[src/rtl/memShare_config_pkg.sv]
// Shared constants and types for the memShare scheduling monitor.
// Optional hit counters are enabled with the MEMSHARE_MON_CNT_EN macro.
package memShare_config_pkg;

  localparam int MEMSHARE_DRC1    = 0;
  localparam int MEMSHARE_DRC2    = 1;
  localparam int MEMSHARE_DRC3    = 2;
  localparam int MEMSHARE_DRC_NUM = 3;

  localparam int DEFAULT_PIPE_PERIOD = 4;
  localparam int DEFAULT_RUN_LEN     = 3;

  typedef logic [MEMSHARE_DRC_NUM-1:0] drc_flags_t;

endpackage

[src/rtl/memShare_ch_tracker.sv]
// One channel of the memShare monitor: two-sequence history, rule flags and,
// when MEMSHARE_MON_CNT_EN is defined, saturating per-rule hit counters.
module memShare_ch_tracker
  import memShare_config_pkg::*;
#(
  parameter int RUN_LEN = DEFAULT_RUN_LEN,
  parameter int CNT_W   = 16
) (
  input  logic                                    sys_clk,
  input  logic                                    rst,
  input  logic                                    en,
  input  logic                                    is_gtr,
  input  logic                                    phase_last,
  input  logic                                    clr_cnt,
  output drc_flags_t                              drc,
  output logic [MEMSHARE_DRC_NUM-1:0][CNT_W-1:0]  cnt,
  output logic                                    cnt_sat
);

  logic [RUN_LEN:0] rd;
  logic             drc1;
  logic             drc2;
  logic             drc3;

  always_ff @(posedge sys_clk) begin
    if (rst) begin
      rd <= '0;
    end else if (en) begin
      rd <= {rd[RUN_LEN-1:0], is_gtr};
    end
  end

  // Flags depend on registers only, so they hold by themselves during a stall.
  always_comb begin
    drc2 = &rd[RUN_LEN-1:0];
    drc3 = drc2 & ~rd[RUN_LEN] & phase_last;
    drc1 = rd[0] & ~drc2 & ~drc3;
    drc  = '0;
    drc[MEMSHARE_DRC1] = drc1;
    drc[MEMSHARE_DRC2] = drc2;
    drc[MEMSHARE_DRC3] = drc3;
  end

`ifdef MEMSHARE_MON_CNT_EN
  localparam logic [CNT_W-1:0] CNT_NEAR = {{(CNT_W-1){1'b1}}, 1'b0};

  always_ff @(posedge sys_clk) begin
    if (rst || clr_cnt) begin
      cnt     <= '0;
      cnt_sat <= 1'b0;
    end else if (en) begin
      for (int r = 0; r < MEMSHARE_DRC_NUM; r++) begin
        if (drc[r] && (cnt[r] != '1)) begin
          cnt[r] <= cnt[r] + 1'b1;
          if (cnt[r] == CNT_NEAR) begin
            cnt_sat <= 1'b1;
          end
        end
      end
    end
  end
`else
  logic unused_clr_cnt;

  assign unused_clr_cnt = clr_cnt;
  assign cnt            = '0;
  assign cnt_sat        = 1'b0;
`endif

endmodule

[src/rtl/memshare_monitor_mch.sv]
// Multi-channel memShare scheduling monitor: shared phase counter plus one
// tracker per channel. Hit counters exist only with MEMSHARE_MON_CNT_EN.
module memshare_monitor_mch
  import memShare_config_pkg::*;
#(
  parameter int CH_NUM      = 2,
  parameter int PIPE_PERIOD = DEFAULT_PIPE_PERIOD,
  parameter int RUN_LEN     = DEFAULT_RUN_LEN,
  parameter int CNT_W       = 16
) (
  input  logic                                               sys_clk,
  input  logic                                               rst,
  input  logic                                               en_i,
  input  logic [CH_NUM-1:0]                                  isGtr_i,
  input  logic                                               clr_cnt_i,
  output drc_flags_t [CH_NUM-1:0]                            is_drc_o,
  output logic [CH_NUM-1:0]                                  pipeCycle_begin_o,
  output logic [$clog2(PIPE_PERIOD)-1:0]                     phase_o,
  output logic [CH_NUM-1:0][MEMSHARE_DRC_NUM-1:0][CNT_W-1:0] drc_cnt_o,
  output logic [CH_NUM-1:0]                                  drc_cnt_sat_o
);

  localparam int               PHASE_W    = $clog2(PIPE_PERIOD);
  localparam logic [PHASE_W-1:0] PHASE_LAST = PHASE_W'(PIPE_PERIOD - 1);

  logic phase_last;

  always_ff @(posedge sys_clk) begin
    if (rst) begin
      phase_o <= '0;
    end else if (en_i) begin
      if (phase_o == PHASE_LAST) begin
        phase_o <= '0;
      end else begin
        phase_o <= phase_o + 1'b1;
      end
    end
  end

  assign phase_last = (phase_o == PHASE_LAST);

  for (genvar c = 0; c < CH_NUM; c++) begin : g_ch
    memShare_ch_tracker #(
      .RUN_LEN (RUN_LEN),
      .CNT_W   (CNT_W)
    ) u_tracker (
      .sys_clk    (sys_clk),
      .rst        (rst),
      .en         (en_i),
      .is_gtr     (isGtr_i[c]),
      .phase_last (phase_last),
      .clr_cnt    (clr_cnt_i),
      .drc        (is_drc_o[c]),
      .cnt        (drc_cnt_o[c]),
      .cnt_sat    (drc_cnt_sat_o[c])
    );

    assign pipeCycle_begin_o[c] = is_drc_o[c][MEMSHARE_DRC3];
  end

endmodule

[config.mk]
export PLATFORM = sky130hd
export DESIGN_NAME = memshare_monitor_mch
export DESIGN_NICKNAME = d
export VERILOG_FILES = /design/src/rtl/memShare_config_pkg.sv /design/src/rtl/memShare_ch_tracker.sv /design/src/rtl/memshare_monitor_mch.sv
export SDC_FILE = /design/constraint.sdc
export NUM_CORES = 1
export LEC_CHECK = 0
export CORE_UTILIZATION = 33
export DETAILED_ROUTE_END_ITERATION = 8
export GPL_ROUTABILITY_DRIVEN = 0
export GPL_TIMING_DRIVEN = 0
export MAX_ROUTING_LAYER = met4
export PLACE_DENSITY = 0.89
export SKIP_LAST_GASP = 1
export SLEW_MARGIN = 20
export SYNTH_ARGS = -nofsm -noshare
export SYNTH_HDL_FRONTEND = slang
export SYNTH_SLANG_ARGS = --single-unit
[constraint.sdc]
create_clock -name sys_clk -period 1.6 [get_ports sys_clk]
set_input_delay 0.16 -clock sys_clk [delete_from_list [all_inputs] [get_ports sys_clk]]
set_output_delay 0.16 -clock sys_clk [all_outputs]
set_load 0.05 [all_outputs]
Word-level counts from Yosys, hierarchy flattened
Index checks and enable logic that the tools add are counted.

Logic and storage cells: 22. Input port bits: 6. Output and inout port bits: 108. Register bits after elaboration: 10.

Multiplexer cells: 1. Equal/unequal tests: 1. Reduce and logical (&&, ||, !) cells: 2. Bitwise logic cells: 14. $add $sub $neg: 1.

Operators with widths (number): AND 1 bit (8); NOT 1 bit (6); AND reduction 3 bit (2); adder 2 x 1 -> 2 bit, second input constant (1); equality test 2 bit, second input constant (1); two-way mux 2 bit (1).

Longest topological paths before layout
Gate-level depths: netlist of run 1.

Depth after elaboration: 5. Depth in mapped cells: 3.

By module
From an unflattened synthesis of run 1, not the netlist that was laid out.

Cells, all modules: 148. Area total of the unflattened synthesis: 1217.4 µm².

Modules (own cells, without submodules): memShare_ch_tracker (area an instance 558.0 µm², instances 2, cells an instance 69); memshare_monitor_mch (area an instance 101.3 µm², instances 1, cells an instance 10).

Worst setup path before layout of run 1
Ideal clock, no wire load.

Path kind: flip-flop to output port. From: register phase_o[1]. To: output port is_drc_o[2] in the netlist's numbering. Buffers on the path: 1. Slack: 0.198 ns. Stages on the path, launching flop included: 4. Required time: 1.440 ns. Arrival: 1.242 ns. Cell sequence: dfxtp_1 -> ha_1 -> and3b_1 -> buf_4.

Cells in the longest elaborated chain, start to end: 2.

Ends and longest elaborated chain: start: declaration (line memshare_monitor_mch.sv:18) `output logic [$clog2(PIPE_PERIOD)-1:0] phase_o,`; start signal: assignment (line memshare_monitor_mch.sv:35) `phase_o <= phase_o + 1'b1;`; equality test 2 bit (line memshare_monitor_mch.sv:40) `assign phase_last = (phase_o == PHASE_LAST);`; AND 1 bit (line memShare_ch_tracker.sv:36) `drc3 = drc2 & ~rd[RUN_LEN] & phase_last;`; end: declaration (line memshare_monitor_mch.sv:16) `output drc_flags_t [CH_NUM-1:0] is_drc_o,`.

No other way between the ends.

Worst setup path after layout of run 1
From: register phase_o[1]. To: output port phase_o[1].

No word-level cell between the ends.

==> results.md, run 1 <==
| Stage | Quantity | Value |
| --- | --- | --- |
| status | Status | complete, no violations |
| timing | Post-route clock period utilization | 0.969 |
| grt | Vias in the first global route | 638 |
| clocking | Skew-Pair Late Insertion Delay | 0.23 ns |
| synth | Ys async rst share | 0 |
| synth | Number of distinct library cell variants in the gate-level netlist after synthesis | 13 |
| synth | Synth warn | 0 |
| cells and area | Sequential cell area | 200 sq um |
| synth | Cell type contributing the most total cell area after synthesis | buf_4 |
| clocking | Root Buffer Master | clkbuf_8 |
| synth | Primary flip-flop cell chosen by synthesis mapping | dfxtp_1 |
| routing | Vias per cell | 2.84 |
| synth | Most numerous cell in the Yosys netlist | buf_4 |
| min path | Worst hold path class | in -> reg |
| timing | Number of pins exceeding their max-slew limit in the final report | 0 |
| clocking | CTS Buf Count | 3 |
| synth | Synthesized area | 1220 sq um |
| floorplanning | Core area | 3440 sq um |
| synth | Post-synth EDFFs | 0 |
| power and ir drop | Leakage power | 1.20 nW |
| run | Count of maximum capacitance violations | 0 |
| placement | Buffers on Ports | 13 |
| clocking | H-tree Lvls | 1 |
| routing | Average detailed-routed wire length per instance | 5.52 microns |
| synth | Number of instances in the synthesized netlist | 147 |
| floorplanning | Area of the die | 3940 sq um |
| clocking | Maximum root-to-sink buffer count | 2 |
| cells and area | Number of inserted filler cells in the final layout | 353 |
| clocking | Clock slew at the register clock pins of the worst setup and hold paths | 0.05 ns |
| clocking | Clock tree from TritonCTS | done |
| synth | Portion of synthesized cell area occupied by the leading cell type | 0.660 |
| floorplanning | Die extent in x | 62.7 microns |
| timing | Maximum clock frequency | 645 MHz |
| timing | Final sum of negative setup slack | 0 ns |
| grt | Antenna violations before repair | 0 |
| critical path | Number of cells on the worst reg-to-reg path | 3 |
| cells and area | Proportion of layout cells with a drive suffix above 1 | 0.448 |
| routing | Detail Route Antenna Nets | 0 |
| synth | Sequential fraction of the synthesis area | 0.164 |
| timing | Worst Max-Slew Pin Slew | 0.503 ns |
| min path | Hold Path Stages | 2 |
| critical path | CP Data Arrival Time | 1.39 ns |
| clocking | Sink count of the clock tree | 10 |
| cells and area | Area occupied by multi-input gates | 574 sq um |
| synth | Mean area per synthesized cell | 8.28 sq um |
| synth | Most frequent cells after synthesis | buf_4, dfxtp_1, mux2i_1, nor2_1 |
| critical path | CP max FO | 3 |
| critical path | Critical path start-end classification | reg -> out |
| grt | First-pass GRT wire length | 2570 microns |
| cells and area | Number of nets in the layout | 269 |
| critical path | Buffers and inverters on the worst path | 1 |
| timing | Worst Skew | 0.00101 ns |
| synth | FF+latch count, synth | 10 |
| timing | Post-layout min period | 1.55 ns |
| floorplanning | Cell Rows | 21 |
| clocking | Quantity of hold-fixing buffers added after cts | 0 |
| timing | Final count of hold timing violations | 0 |
| routing | First-pass DRT Iterations | 2 |
| critical path | Cells along the critical path | clkdlybuf4s50_1 |
| grt | Global-route total usage across every layer | 0.0808 |
| critical path | Crit path max-delay cell type | clkdlybuf4s50_1 |
| critical path | WP depth | 1 |
| cells and area | Finished Core Util | 0.524 |
| synth | Most area-consuming cells after synthesis | buf_4, dfxtp_1, mux2i_1, nor2_1, and3b_1 |
| power and ir drop | Power density over the cells | 749 nW/um^2 |
| routing | DRT Wirelength | 1700 microns |
| routing | Via count of the routed design | 872 |
| grt | Pin count of the biggest net entering global routing | 11 |
| critical path | Crit path largest cell delay | 0.82 ns |
| critical path | CP Capture Type | output port |
| floorplanning | Initial Util | 0.354 |
| critical path | Cell family with the largest share of critical-path delay | buffers and inverters |
| timing | Final setup vio count | 0 |
| cells and area | Antenna diode instance count | 0 |
| routing | Remaining DRCs | 0 |
| timing | Setup repair after global routing missed its margin | true |
| critical path | Critical path launch point type | flip-flop |
| critical path | Data required time of the critical path | 1.44 ns |
| cells and area | Layout area overhead | 48.1% |
| timing | Max transition margin | 0.664 |
| power and ir drop | Maximum VDD drop | 0.000623 V |
| routing | Initial drt markers | 2 |
| floorplanning | I/O Pins | 114 |
| floorplanning | Die Y-Extent | 62.7 microns |
| grt | Remaining global-route overflow | 0 |
## sequential cells by signal, indices dropped and copies added, names as in the netlist
signal,flops
g_ch.u_tracker.rd,8
phase_o,2
## stage by stage
step	instances	setup slack [ns]	hold WS (ns)	power, W	instance area, sq um
6_report	307	0.0490	0.315	0.00135	1800
5_1_grt	307	-0.0182	0.360	0.00140	1800
4_1_cts	307	-0.216	0.322	0.00135	1800
3_5_place_dp	303	-0.224	0.487	0.00104	1770
3_3_place_gp	303	-0.231	0.469	0.00104	1770
2_1_floorplan	244	0.198	0.307	0.00102	1580
## cells in the final DEF (no fill, tap or decap)
cell type,count
conb_1,98
ha_1,1
dfxtp_1,10
buf_1,1
dlymetal6s2s_1,1
and3_1,2
or2b_1,1
clkbuf_2,1
nor2_1,9
and3b_1,2
mux2i_1,9
clkdlybuf4s50_1,4
clkdlybuf4s15_1,2
clkbuf_4,1
or3b_1,1
clkbuf_8,4
dlygate4sd2_1,1
a21boi_0,2
a21oi_2,1
buf_2,3
buf_4,107
## per-layer routing
metal / track usage / vias up / routed length (microns)
li1: - / 480 / -
met1: 0.0616 / 331 / 540
met2: 0.167 / 61 / 883
met3: 0.0365 / 0 / 271
met4: 0.0174 / 0 / 0
met5: - / - / 0
## report_power, final
group          total (W)  leakage [nW]  switching (W)  internal, W
sequential      0.000267        0.0815     0.00000747     0.000260
combinational   0.000779          1.09       0.000579     0.000200
clock           0.000305        0.0288      0.0000892     0.000215
total            0.00135          1.20       0.000676     0.000675
## cell type report
| class | count | share of cell area |
|---|---|---|
| Buffer | 108 | 0.448 |
| Clock buffer | 4 | 0.0305 |
| Multi-Input combinational cell | 126 | 0.319 |
| Sequential cell | 10 | 0.111 |
| Tap cell | 46 | 0.0319 |
| Timing Repair Buffer | 13 | 0.0604 |
## cells by family after synthesis
group,Yosys count,share of synthesized area
AOI/OAI and AO/OA,3,0.0195
muxes,9,0.0740
and+or+nand+nor,15,0.0658
other,1,0.00308
DFF,10,0.164
adders and majority gates,1,0.0103
buffers and inverters,108,0.663
## path summary, 6_finish.rpt
path	startpoint	endpoint	slack, ns
min reg2reg	g_ch[0].u_tracker.rd[3]	g_ch[0].u_tracker.rd[3]	0.49
min	rst	g_ch[1].u_tracker.rd[1]	0.31
max	phase_o[1]	phase_o[1]	0.05
max reg2reg	phase_o[0]	phase_o[0]	0.44
## what timing repair did
item,in CTS,in global routing
resized for setup,20,9
buffers inserted,0,0
cloned,0,0
setup endpoints to repair,8,7
Power figures use the tool's default switching activity.
==> run 2: changes to the inputs <==
Settings changed: CTS_BUF_LIST set to sky130_fd_sc_hd__clkbuf_16, SYNTH_HIERARCHICAL set to 1.
==> run 2 against run 1 <==
Sequential power about the same. Global-route usage increased by 1.5 points. Via count increased by 1.3%. Power grew 9.2%. Synthesized cell count rose by 0.68%. Clock skew is 0.00089 ns lower. Synthesized area did not move. Die area unchanged. Critical path type unchanged. Critical endpoint is now phase_o[0].
==> results.md, run 2 <==
| Stage | Quantity | Value | vs previous |
| --- | --- | --- | --- |
| grt | Global-route total usage across every layer | 0.0961 | +0.0153 |
| critical path | CP Data Arrival Time | 1.40 ns | about the same |
| critical path | CP Capture Type | output port |  |
| routing | Average detailed-routed wire length per instance | 5.89 microns | +6.7% |
| synth | Synth warn | 6 | +6 |
| cells and area | Register containing the most flip-flops in the final layout | g_ch.u_tracker/rd |  |
| cells and area | Number of nets in the layout | 270 | +0.37% |
| power and ir drop | Power after layout | 0.00147 W | +9.2% |
| critical path | Cells along the critical path | clkdlybuf4s50_1 |  |
| synth | Post-synth EDFFs | 0 | unchanged |
| critical path | Critical path launch point type | flip-flop |  |
| cells and area | Antenna diode instance count | 0 | unchanged |
| floorplanning | Core area | 3440 sq um | unchanged |
| synth | Sequential fraction of the synthesis area | 0.164 | unchanged |
| critical path | Data required time of the critical path | 1.44 ns | about the same |
| synth | Cell type contributing the most total cell area after synthesis | buf_4 |  |
| cells and area | Flip-flop count of the largest register after layout | 8 | unchanged |
| clocking | H-tree Lvls | 1 | unchanged |
| synth | Most frequent cells after synthesis | buf_4, dfxtp_1, mux2i_1, nor2_1 |  |
| min path | Hold Path Stages | 2 | unchanged |
| clocking | Post-CTS Setup Repair Bufs | 0 | unchanged |
| critical path | Crit path largest cell delay | 0.82 ns | about the same |
| critical path | Buffers and inverters on the worst path | 1 | unchanged |
| timing | Final setup vio count | 0 | unchanged |
| synth | Mean area per synthesized cell | 8.23 sq um | -0.68% |
| grt | Antenna violations before repair | 0 | unchanged |
| timing | Max transition margin | 0.661 | -0.00272 |
| cells and area | Proportion of layout cells with a drive suffix above 1 | 0.456 | +0.00766 |
| clocking | Sink count of the clock tree | 10 | unchanged |
| synth | Portion of synthesized cell area occupied by the leading cell type | 0.654 | -0.00617 |
| cells and area | Layout area overhead | 50.8% |  |
| cells and area | Highest-count cells in the layout ignoring fill and taps | buf_4, conb_1, mux2i_1, nor2_1, dfxtp_1 |  |
| synth | FF+latch count, synth | 10 | unchanged |
| cells and area | Finished Core Util | 0.533 | +0.00945 |
| run | Count of maximum capacitance violations | 0 | unchanged |
| clocking | Maximum root-to-sink buffer count | 2 | unchanged |
| timing | Worst Max-Slew Pin Slew | 0.507 ns | +0.00407 ns |
| floorplanning | Initial Util | 0.354 | unchanged |
| clocking | Clock tree from TritonCTS | done |  |
| synth | Most numerous cell in the Yosys netlist | buf_4 |  |
| critical path | CP max FO | 4 | +1 |
| synth | Most area-consuming cells after synthesis | buf_4, dfxtp_1, mux2i_1, nor2_1, and3b_1 |  |
| status | Status | complete, no violations |  |
| synth | Number of instances in the synthesized netlist | 148 | +0.68% |
| placement | Buffers on Ports | 14 | +1 |
| synth | Number of distinct library cell variants in the gate-level netlist after synthesis | 13 | unchanged |
| timing | Number of pins exceeding their max-slew limit in the final report | 0 | unchanged |
| timing | Worst Skew | 0.000120 ns | -0.000889 ns |
| min path | Worst hold path class | reg -> reg |  |
| timing | Final sum of negative setup slack | 0 ns | unchanged |
| timing | Final count of hold timing violations | 0 | unchanged |
| critical path | WP depth | 1 | unchanged |
| power and ir drop | Power density over the cells | 804 nW/um^2 | +7.2% |
| routing | Remaining DRCs | 0 | unchanged |
| timing | Maximum clock frequency | 642 MHz | -0.38% |
| routing | Via count of the routed design | 883 | +1.3% |
| routing | Vias per cell | 2.88 | +1.3% |
| routing | Initial drt markers | 13 | +11 |
| timing | Setup repair after global routing missed its margin | true |  |
| routing | First-pass DRT Iterations | 4 | +2 |
| clocking | Skew-Pair Late Insertion Delay | 0.23 ns | about the same |
| synth | Primary flip-flop cell chosen by synthesis mapping | dfxtp_1 |  |
| cells and area | Most frequent standard cell in the layout excluding fill and tap cells | buf_4 |  |
| floorplanning | Die extent in x | 62.7 microns | unchanged |
| power and ir drop | Maximum VDD drop | 0.000667 V | +7.1% |
| timing | Post-layout min period | 1.56 ns | +0.00586 ns |
| routing | DRT Wirelength | 1810 microns | +6.7% |
| critical path | Number of cells on the worst reg-to-reg path | 3 | unchanged |
| floorplanning | Cell Rows | 21 | unchanged |
| critical path | Critical path start-end classification | reg -> out |  |
| power and ir drop | Leakage power | 1.20 nW | -0.35% |
| cells and area | Area occupied by multi-input gates | 572 sq um | -0.44% |
| synth | Synthesized area | 1220 sq um | unchanged |
| critical path | Cell family with the largest share of critical-path delay | buffers and inverters |  |
| placement | DP HPWL | 1680 microns |  |
| timing | Post-route clock period utilization | 0.973 | +0.00366 |
| cells and area | Number of inserted filler cells in the final layout | 352 | -0.28% |
| routing | Detail Route Antenna Nets | 0 | unchanged |
| grt | First-pass GRT wire length | 2980 microns | +16% |
| critical path | Crit path max-delay cell type | clkdlybuf4s50_1 |  |
| critical path | Reg-to-reg slack, setup | 0.47 ns | +0.03 ns |
| floorplanning | Area of the die | 3940 sq um | unchanged |
| cells and area | Largest regs | g_ch.u_tracker/rd x8, phase_o x2 |  |
| clocking | Root Buffer Master | clkbuf_16 |  |
| cells and area | Sequential cell area | 203 sq um | +1.2% |
| clocking | Clock slew at the register clock pins of the worst setup and hold paths | 0.04 ns | about the same |
| clocking | CTS Buf Count | 3 | unchanged |
| grt | Vias in the first global route | 741 | +16% |
| floorplanning | Die Y-Extent | 62.7 microns | unchanged |
| floorplanning | I/O Pins | 114 | unchanged |
| grt | Remaining global-route overflow | 0 | unchanged |
| grt | Pin count of the biggest net entering global routing | 11 | unchanged |
| synth | Ys async rst share | 0 | unchanged |
run 2: cell types whose count changed after synthesis, sizes merged:
| cell | before | now |
|---|---|---|
| buf | 108 | 106 |
| clkbuf | 0 | 2 |
| conb | 1 | 2 |
| nand2b | 0 | 1 |
| or2b | 1 | 0 |
run 2: layout make-up:
cell class | instances | area share
plain buffers | 108 | 0.439
multi-input cells | 126 | 0.312
flip-flops and latches | 10 | 0.110
repair buffers | 14 | 0.0668
clock buffers | 3 | 0.0409
well taps | 46 | 0.0314
run 2: layer usage:
metal / global-route usage / share of wire
met4: 0.0610 / 0.018
met5: - / 0
met1: 0.0593 / 0.28
met2: 0.212 / 0.57
met3: 0.0237 / 0.13
run 2: kinds of logic after synthesis:
logic type	count (synthesis)	synth area share
AOI/OAI and AO/OA	3	0.0164
adders and majority gates	1	0.0103
buffers and inverters	108	0.662
DFF	10	0.164
muxes	9	0.0740
other	2	0.00617
and+or+nand+nor	15	0.0668
run 2: timing repair:
item	4_1_cts	5_1_grt
gates resized for setup	16	13
setup endpoints to repair	8	8
hold buffers	0	0
run 2: path summary, 6_finish.rpt:
kind / startpoint / endpoint
min reg2reg: g_ch[1].u_tracker/rd[3] / g_ch[1].u_tracker/rd[3]
min: g_ch[1].u_tracker/rd[3] / g_ch[1].u_tracker/rd[3]
max reg2reg: phase_o[0] / phase_o[0]
max: phase_o[0] / phase_o[0]
run 2: where the power goes:
part           switching (W)  total [W]  internal [W]  leakage, nW
registers         0.00000842   0.000270      0.000261       0.0822
logic               0.000579   0.000781      0.000202         1.08
clock network       0.000102   0.000424      0.000323       0.0370
total               0.000689    0.00147      0.000786         1.20
run 2: stage by stage:
stage | setup slack, ns | area, sq um | hold WS, ns | std cells
global route | -0.0167 | 1840 | 0.516 | 307
floorplan | 0.184 | 1580 | 0.222 | 244
finish | 0.0431 | 1840 | 0.480 | 307
global placement | -0.240 | 1780 | 0.466 | 304
detailed placement | -0.243 | 1780 | 0.479 | 304
CTS | -0.219 | 1840 | 0.488 | 307
==> run 3: changes to the inputs <==
Settings changed: REMOVE_ABC_BUFFERS set to 1.
==> run 3 against run 2 <==
Count of clock-buffer cells in the layout unchanged. Die area did not move. Critical path type unchanged. Sequential share of layout area rose by 8.5 points. Clock skew barely moved. Highest routed layer unchanged. Critical endpoint is now phase_o[1].
==> results.md, run 3 (synthesis gave the netlist of run 2 again) <==
| Stage | Quantity | Value | vs previous |
| --- | --- | --- | --- |
| placement | Buffers on Ports | 14 | unchanged |
| critical path | Crit path largest cell delay | 0.81 ns | about the same |
| placement | DP HPWL | 1010 microns | -40% |
| clocking | Post-CTS Setup Repair Bufs | 0 | unchanged |
| timing | Worst Max-Slew Pin Slew | 0.549 ns | +0.0418 ns |
| grt | Vias in the first global route | 356 | -52% |
| grt | Global-route total usage across every layer | 0.0556 | -0.0406 |
| cells and area | Largest regs | g_ch.u_tracker/rd x8, phase_o x2 |  |
| routing | Via count of the routed design | 573 | -35% |
| critical path | Critical path launch point type | flip-flop |  |
| cells and area | Layout area overhead | -15.8% |  |
| critical path | Reg-to-reg slack, setup | 0.49 ns | +0.02 ns |
| routing | Remaining DRCs | 0 | unchanged |
| placement | Post-DP Area | 970 sq um | -45% |
| floorplanning | Die extent in x | 62.7 microns | unchanged |
| critical path | Critical path start-end classification | reg -> out |  |
| timing | Worst Skew | 0.000387 ns | +0.000267 ns |
| timing | Final setup vio count | 0 | unchanged |
| power and ir drop | Portion of total power attributed to combinational logic | 0.450 | -0.079 |
| cells and area | Number of nets in the layout | 162 | -40% |
| power and ir drop | Maximum VDD drop | 0.000616 V | -7.7% |
| status | Status | complete, no violations |  |
| critical path | Critical register-to-register path endpoint | phase_o[0] |  |
| power and ir drop | Power density over the cells | 1250 nW/um^2 | +55% |
| routing | DRT Wirelength | 1180 microns | -35% |
| cells and area | Register containing the most flip-flops in the final layout | g_ch.u_tracker/rd |  |
| clocking | CTS Buf Count | 3 | unchanged |
| timing | Final count of hold timing violations | 0 | unchanged |
| clocking | Skew-Pair Late Insertion Delay | 0.24 ns | about the same |
| grt | First-pass GRT wire length | 1520 microns | -49% |
| clocking | Root Buffer Master | clkbuf_16 |  |
| critical path | Buffers and inverters on the worst path | 1 | unchanged |
| critical path | Cell family with the largest share of critical-path delay | buffers and inverters |  |
| routing | Average detailed-routed wire length per instance | 5.94 microns | +0.94% |
| critical path | Startpoint of the worst register-to-register path | phase_o[0] |  |
| cells and area | Highest-count cells in the layout ignoring fill and taps | conb_1, dfxtp_1, mux2i_1, nor2_1 |  |
| timing | Setup repair after global routing missed its margin | false |  |
| power and ir drop | Clock power frac | 0.340 | +0.052 |
| timing | Final sum of negative setup slack | 0 ns | unchanged |
| run | Count of maximum capacitance violations | 0 | unchanged |
| power and ir drop | Switching share of power | 0.519 | +0.0520 |
| timing | Number of pins exceeding their max-slew limit in the final report | 0 | unchanged |
| routing | Vias per cell | 2.88 | +0.11% |
| critical path | CP max FO | 3 | -1 |
| floorplanning | Cell Rows | 21 | unchanged |
| routing | Detail Route Antenna Nets | 0 | unchanged |
| critical path | Number of cells on the worst reg-to-reg path | 3 | unchanged |
| floorplanning | Core area | 3440 sq um | unchanged |
| cells and area | Most frequent standard cell in the layout excluding fill and tap cells | conb_1 |  |
| timing | Post-route clock period utilization | 0.967 | -0.00597 |
| floorplanning | Area of the die | 3940 sq um | unchanged |
| power and ir drop | Power after layout | 0.00128 W | -13% |
| timing | Maximum clock frequency | 646 MHz | +0.62% |
| critical path | Crit path max-delay cell type | clkdlybuf4s50_1 |  |
| floorplanning | I/O Pins | 114 | unchanged |
| routing | Initial drt markers | 3 | -10 |
| grt | Pin count of the biggest net entering global routing | 12 | +1 |
| critical path | CP Capture Type | output port |  |
| clocking | Clock tree from TritonCTS | done |  |
| grt | Antenna violations before repair | 0 | unchanged |
| timing | Max transition margin | 0.633 | -0.0280 |
| clocking | Sink count of the clock tree | 10 | unchanged |
| grt | Remaining global-route overflow | 0 | unchanged |
| min path | Hold Path Stages | 2 | unchanged |
| cells and area | Flip-flop count of the largest register after layout | 8 | unchanged |
| cells and area | Cell area after layout | 1020 sq um | -44% |
| power and ir drop | Leakage power | 0.625 nW | -48% |
| clocking | Clock slew at the register clock pins of the worst setup and hold paths | 0.04 ns | about the same |
| floorplanning | Die Y-Extent | 62.7 microns | unchanged |
| min path | Worst hold path class | reg -> reg |  |
| critical path | Cells along the critical path | clkdlybuf4s50_1 |  |
| cells and area | Antenna diode instance count | 0 | unchanged |
| timing | Min setup slack post-route | 0.0527 ns | +0.00956 ns |
| power and ir drop | Fraction of power consumed by sequential logic | 0.210 | +0.027 |
| timing | Post-layout min period | 1.55 ns | -0.00956 ns |
| cells and area | Number of inserted filler cells in the final layout | 387 | +9.9% |
| min path | Beginning of the worst hold path | g_ch[0].u_tracker/rd[3] |  |
| clocking | H-tree Lvls | 1 | unchanged |
| clocking | Maximum root-to-sink buffer count | 2 | unchanged |
| power and ir drop | Switching power | 0.000664 W | -3.6% |
| min path | Hold worst-path end | g_ch[0].u_tracker/rd[3] |  |
| critical path | Data required time of the critical path | 1.44 ns | about the same |
| power and ir drop | Power Internal | 0.000615 W | -22% |
| cells and area | Proportion of layout cells with a drive suffix above 1 | 0.0588 | -0.397 |
| placement | Pre-CTS setup slack | -0.131 ns | +0.113 ns |
| routing | First-pass DRT Iterations | 4 | unchanged |
| floorplanning | Initial Util | 0.354 | unchanged |
| critical path | CP Data Arrival Time | 1.39 ns | about the same |
[run 3: cell count changes in the layout (fill, tap and decap cells not counted), sizes merged]
| cell | change |
|---|---|
| buf | -108 |
| clkbuf | -1 |
| clkdlybuf4s15 | -3 |
| clkdlybuf4s50 | -1 |
| dlygate4sd2 | +5 |
[run 3: what timing repair did]
| action | CTS | global route |
|---|---|---|
| gates resized for setup | 15 | 6 |
| setup endpoints to repair | 9 | 4 |
| pin swaps | 0 | 0 |
| hold buffers | 0 | 0 |
[run 3: final cells by class]
| cell class | instances | area [sq um] | share of cell area |
|---|---|---|---|
| Sequential cell | 10 | 200 | 0.195 |
| Tap cell | 46 | 57.6 | 0.0562 |
| Clock buffer | 3 | 75.1 | 0.0733 |
| Timing Repair Buffer | 14 | 120 | 0.117 |
| Multi-Input combinational cell | 126 | 572 | 0.558 |
[run 3: per-layer routing]
layer / wire, microns / GRT usage / up-vias / share of wire
li1: - / - / 264 / -
met1: 344 / 0.0462 / 246 / 0.29
met2: 648 / 0.0938 / 60 / 0.55
met3: 148 / 0.0219 / 3 / 0.13
met4: 40 / 0.0523 / 0 / 0.034
met5: 0 / - / - / 0
[run 3: per-stage QoR]
step	utilization	instances	hold WS, ns
3_5_place_dp	0.282	196	0.476
6_report	0.298	199	0.481
3_3_place_gp	0.282	196	0.466
5_1_grt	0.298	199	0.536
4_1_cts	0.302	199	0.484
2_1_floorplan	-	136	0.229
[run 3: how the worst max path moves through the flow]
stage	from	endpoint	depth (start not counted)
3_3_place_gp	phase_o[0]	is_drc_o[2]	3
6_report	phase_o[1]	phase_o[1]	1
4_1_cts	phase_o[0]	is_drc_o[2]	3
2_1_floorplan	phase_o[0]	is_drc_o[2]	2
5_1_grt	phase_o[0]	is_drc_o[5]	3
3_5_place_dp	phase_o[0]	is_drc_o[2]	3
[run 3: power by group through the flow]
stage | clock network [W] | registers, W | logic [W]
finish | 0.000435 | 0.000268 | 0.000575
global placement | 0 | 0.000272 | 0.000574
floorplan | 0 | 0.000284 | 0.000528
CTS | 0.000447 | 0.000269 | 0.000572
detailed placement | 0 | 0.000273 | 0.000576
global route | 0.000461 | 0.000270 | 0.000592
